### src/rtl/index_decoder_tracker.sv
// rtl/index_decoder_tracker.sv - index-addressed busy vector with population count
//
// Purpose: decodes a set index and a clear index to one-hot each cycle and
// keeps a registered vector of active entries, an incrementally maintained
// population count, empty/full flags and a single-cycle misuse pulse.
//
// Ports:
//   clk      in   clock, all state on its rising edge
//   rst      in   synchronous active-high reset, overrides everything
//   set_vld  in   request to set entry set_idx
//   set_idx  in   [IW-1:0] entry to set
//   clr_vld  in   request to clear entry clr_idx
//   clr_idx  in   [IW-1:0] entry to clear
//   clr_all  in   synchronous flush; discards same-cycle set/clear
//   dec_vld  out  [WIDTH-1:0] registered active-entry vector
//   cnt      out  [CW-1:0] registered number of set bits in dec_vld
//   empty    out  registered cnt == 0
//   full     out  registered cnt == WIDTH
//   err      out  registered misuse pulse, one cycle per offending request cycle
module index_decoder_tracker #(
  parameter int WIDTH = 32,
  localparam int IW = (WIDTH > 1) ? $clog2(WIDTH) : 1,
  localparam int CW = $clog2(WIDTH + 1)
) (
  input  logic             clk,
  input  logic             rst,
  input  logic             set_vld,
  input  logic [IW-1:0]    set_idx,
  input  logic             clr_vld,
  input  logic [IW-1:0]    clr_idx,
  input  logic             clr_all,
  output logic [WIDTH-1:0] dec_vld,
  output logic [CW-1:0]    cnt,
  output logic             empty,
  output logic             full,
  output logic             err
);

  // Widened limit so unused index codes of a non-power-of-two WIDTH compare correctly.
  localparam logic [IW:0] LIMIT = (IW + 1)'(WIDTH);

  logic [WIDTH-1:0] dec_vld_q, dec_vld_d;
  logic [CW-1:0]    cnt_q, cnt_d;
  logic             empty_q, empty_d;
  logic             full_q, full_d;
  logic             err_q, err_d;

  logic             set_in, clr_in;
  logic             set_eff, clr_eff;
  logic [WIDTH-1:0] set_oh, clr_oh;
  logic             set_cur, clr_cur;
  logic             same_idx;
  logic             inc, dec;

  always_comb begin
    set_in   = ({1'b0, set_idx} < LIMIT);
    clr_in   = ({1'b0, clr_idx} < LIMIT);
    set_eff  = set_vld & set_in;
    clr_eff  = clr_vld & clr_in;
    set_oh   = set_eff ? (WIDTH'(1) << set_idx) : '0;
    clr_oh   = clr_eff ? (WIDTH'(1) << clr_idx) : '0;
    // Current state of each target bit, read through the one-hot so an
    // out-of-range index never indexes past the vector.
    set_cur  = |(dec_vld_q & set_oh);
    clr_cur  = |(dec_vld_q & clr_oh);
    same_idx = set_eff & clr_eff & (set_idx == clr_idx);

    inc = set_eff & ~set_cur;
    // A clear hidden behind a same-index set never retires the entry.
    dec = clr_eff & clr_cur & ~same_idx;

    dec_vld_d = '0;
    cnt_d     = '0;
    err_d     = 1'b0;
    if (!clr_all) begin
      // Redundant requests leave their bit as-is, so the plain update holds.
      dec_vld_d = (dec_vld_q & ~clr_oh) | set_oh;
      cnt_d     = cnt_q + CW'(inc) - CW'(dec);
      err_d     = (set_vld & ~set_in)
                | (clr_vld & ~clr_in)
                | (set_eff & set_cur & ~same_idx)
                | (clr_eff & ~clr_cur & ~same_idx);
    end
    // Flags follow the next count so they never lag cnt by a cycle.
    empty_d = (cnt_d == '0);
    full_d  = (cnt_d == CW'(WIDTH));
  end

  always_ff @(posedge clk) begin
    if (rst) begin
      dec_vld_q <= '0;
      cnt_q     <= '0;
      empty_q   <= 1'b1;
      full_q    <= 1'b0;
      err_q     <= 1'b0;
    end else begin
      dec_vld_q <= dec_vld_d;
      cnt_q     <= cnt_d;
      empty_q   <= empty_d;
      full_q    <= full_d;
      err_q     <= err_d;
    end
  end

  assign dec_vld = dec_vld_q;
  assign cnt     = cnt_q;
  assign empty   = empty_q;
  assign full    = full_q;
  assign err     = err_q;

endmodule
### config.mk
export PLATFORM = sky130hd
export DESIGN_NAME = index_decoder_tracker
export DESIGN_NICKNAME = d
export VERILOG_FILES = /design/src/rtl/index_decoder_tracker.sv
export SDC_FILE = /design/constraint.sdc
export NUM_CORES = 1
export LEC_CHECK = 0
export BUFFER_PORTS_ARGS = -buffer_cell sky130_fd_sc_hd__clkbuf_2
export CORE_MARGIN = 2
export CORE_UTILIZATION = 30
export CTS_BUF_LIST = sky130_fd_sc_hd__clkbuf_16
export DETAILED_ROUTE_END_ITERATION = 10
export PLACE_DENSITY = 0.6
export SYNTH_ARGS = -nofsm -noshare
export SYNTH_HDL_FRONTEND = slang
export SYNTH_SLANG_ARGS = --single-unit
### constraint.sdc
create_clock -name clk -period 3 [get_ports clk]
set_input_delay 0.15 -clock clk [delete_from_list [all_inputs] [get_ports clk]]
set_output_delay 0.15 -clock clk [all_outputs]
set_load 0.005 [all_outputs]
==> results.sh <==
export IMPL_status="finished, violations left"
export IMPL_violations="setup timing"
export IMPL_switching_share=0.277
export IMPL_firstDrtPassIters=5
export IMPL_hold_class="primary input to register"
export IMPL_synth_area_um2=2600
export IMPL_drv_cap=0
export IMPL_cts_buffer_depth=2
export IMPL_final_cell_mix="89 x buf_4, 55 x clkbuf_2, 42 x nand2_1"
export IMPL_start_kind="register"
export IMPL_insertedDiodeCount=0
export IMPL_finalCritPeriodShare=1.10
export IMPL_wl_per_cell_um=17.5
export IMPL_power_internal_w=0.00114
export IMPL_stdcell_area_um2=3790
export IMPL_post_dp_hpwl_um=7520
export IMPL_p_sw_w=0.000436
export IMPL_slew_violations=0
export IMPL_viasPerCell=5.41
export IMPL_antenna_left=0
export IMPL_hold_violations=0
export IMPL_syn_area_per_cell_um2=7.94
export IMPL_required_ps=3210
export IMPL_grt_pass1_vias=2865
export IMPL_fill_cells=842
export IMPL_layout_commonest_cell="buf_4"
export IMPL_die_h_um=97.1
export IMPL_coreArea_um2=8300
export IMPL_portBuffers=55
export IMPL_rsz0062_at_grt="yes"
export IMPL_vias=3015
export IMPL_max_freq_mhz=304
export IMPL_seqPwrFrac=0.367
export IMPL_cts_root_buf="clkbuf_16"
export IMPL_synth_area_leaders="dfxtp_1 32%, a21oi_1 8.1%, o21ai_0 6.9%, nand2_1 6.1%, ha_1 2.9%"
export IMPL_gp_congestion=0.983
export IMPL_setup_viol_count_final=4
export IMPL_clock_sinks=41
export IMPL_drc=0
export IMPL_h_tree_depth=2
export IMPL_overflow=0
export IMPL_worstPathMaxFanout=2
export IMPL_synth_top_family_by_area="compound AO/OA/AOI/OAI gates"
export IMPL_synth_edf_count=0
export IMPL_reg2reg_depth=15
export IMPL_drt_wl_total_um=9740
export IMPL_synth_xor_area_frac=0.0337
export IMPL_p_per_area_nw_per_um2=415
export IMPL_regArea_um2=823
export IMPL_numCtsBuffers=5
export IMPL_path_class="register to register"
export IMPL_start_util=0.313
export IMPL_worstHoldPathCells=2
export IMPL_dp_slack_ps=-510
export IMPL_synth_compound_gate_area_share=0.276
export IMPL_syn_num_nets=349
export IMPL_maxSlewHeadroom=0.482
export IMPL_synthMuxAreaShare=0.0366
export IMPL_synthArstFlopShare=0
export IMPL_worst_slew_pin_slew_ps=777
export IMPL_die_w_um=97.1
export IMPL_postPlaceCellArea_um2=3560
export IMPL_fin_tns_setup_ps=-699
export IMPL_dieArea_um2=9420
export IMPL_synthAdderAreaFrac=0.0366
export IMPL_layout_nets=473
export IMPL_io_pins=56
export IMPL_grt_pass1_wl_um=15200
export IMPL_clock_power_share=0.398
export IMPL_clk_pin_slew_ps=70
export IMPL_ys_flop_type="dfxtp_1"
export IMPL_syn_inst=327
export IMPL_antenna_found_initial=0
export IMPL_insertion_delay_ps=290
export IMPL_period_needed_ps=3290
export IMPL_leakagePower_nw=1.60
export IMPL_drive_above_1_share=0.394
export IMPL_finalClockSkew_ps=6.78
export IMPL_end_kind="register"
export IMPL_multi_input_area_um2=1680
export IMPL_yosysSeqAreaShare=0.316
export IMPL_synth_simple_area_share=0.239
export IMPL_yosysTopAreaCell="dfxtp_1"
export IMPL_cp_arrival_ps=3500
export IMPL_finalWorstSetupSlack_ps=-290
export IMPL_synth_top_area_frac=0.316
export IMPL_synth_cell_types=56
export IMPL_row_count=33
export IMPL_syn_to_final_growth_pct=46.0
export IMPL_p_comb_frac=0.235
export IMPL_drt_iter0_drc=264
export IMPL_ys_warn_count=0
export IMPL_grt_usage=0.204
export IMPL_cts_tree="done"
export IMPL_grt_max_degree=38
export IMPL_irDropWorstVdd_v=0.000258
export IMPL_synth_seq_cells=41
[cell type report]
type | count | area share
clock buffers | 5 | 0.0330
clock inverters | 3 | 0.0112
inverters | 12 | 0.0119
multi-input cells | 247 | 0.443
flip-flops and latches | 41 | 0.217
well taps | 105 | 0.0347
repair buffers | 144 | 0.249
[through the flow]
| stage | utilization | total power [W] | hold slack (ps) | std cells |
|---|---|---|---|---|
| after detailed placement | 0.429 | 0.000922 | 488 | 548 |
| after floorplan | - | 0.000773 | 331 | 327 |
| after global routing | 0.457 | 0.00164 | 211 | 557 |
| after global placement | 0.429 | 0.000919 | 450 | 548 |
| after CTS | 0.450 | 0.00155 | 187 | 556 |
| final | 0.457 | 0.00157 | 195 | 557 |
[layer usage]
metal / GRT usage / vias to the layer above / routed length (µm)
li1: - / 1443 / -
met1: 0.287 / 1447 / 4560
met2: 0.311 / 105 / 4430
met3: 0.0396 / 20 / 563
met4: 0.0704 / 0 / 185
met5: 0 / - / 0
[state kept, by name, indices dropped and copies added, names as in the netlist]
name and cells:
dec_vld 32, cnt 6, full 1, err 1
empty 1
[cells by family after synthesis]
kind of cell | Yosys count
AO/OA/AOI/OAI | 115
XOR/XNOR | 10
adder cells (fa/ha/maj) | 7
buffers and inverters | 39
flip-flops | 41
multiplexers | 8
AND/OR/NAND/NOR | 107
[synthesized netlist by cell type (4+ instances only)]
library cell	number
xor2_1	5
nand3_1	10
xnor2_1	5
nand2_1	42
o21ai_0	36
a22oi_1	4
nand3b_1	4
buf_2	11
clkbuf_1	12
a21o_1	4
nor2_1	9
nor4bb_1	4
mux2i_1	5
a21oi_1	42
and4b_1	5
dfxtp_1	41
ha_1	6
and2_1	4
buf_1	4
and3_1	4
nor2b_1	4
inv_1	12
[worst paths after layout]
| path | slack, ps | startpoint | to |
|---|---|---|---|
| setup / recovery | -290 | dec_vld[27] | empty |
| hold / removal | 200 | clr_all | full |
| setup reg to reg | -290 | dec_vld[27] | empty |
| hold reg to reg | 540 | dec_vld[0] | dec_vld[0] |
[critical path: stages (launching register included)]
cell	delay (ps)
dfxtp_2	340
mux4_2	510
a32oi_2	200
nor2_2	80
a2111oi_4	220
a211oi_2	110
ha_1	310
inv_2	50
ha_4	150
fa_2	330
a21o_1	190
a21oi_2	130
xor2_1	190
a31o_2	190
o22ai_1	60
a21oi_1	160
[what timing repair did]
| action | CTS | global route |
|---|---|---|
| setup endpoints to repair | 4 | 6 |
| setup buffers | 0 | 1 |
| hold buffers | 0 | 0 |
| cloned | 0 | 0 |
| pin swaps | 0 | 3 |
| resized for setup | 2 | 10 |
[power by group through the flow]
stage,Combinational [W],Sequential [W],Clock (W)
2_1_floorplan,0.000183,0.000590,0
3_3_place_gp,0.000330,0.000589,0
3_5_place_dp,0.000332,0.000590,0
4_1_cts,0.000335,0.000578,0.000635
5_1_grt,0.000403,0.000580,0.000659
6_report,0.000369,0.000578,0.000626
(Power assumes the default switching activity.)
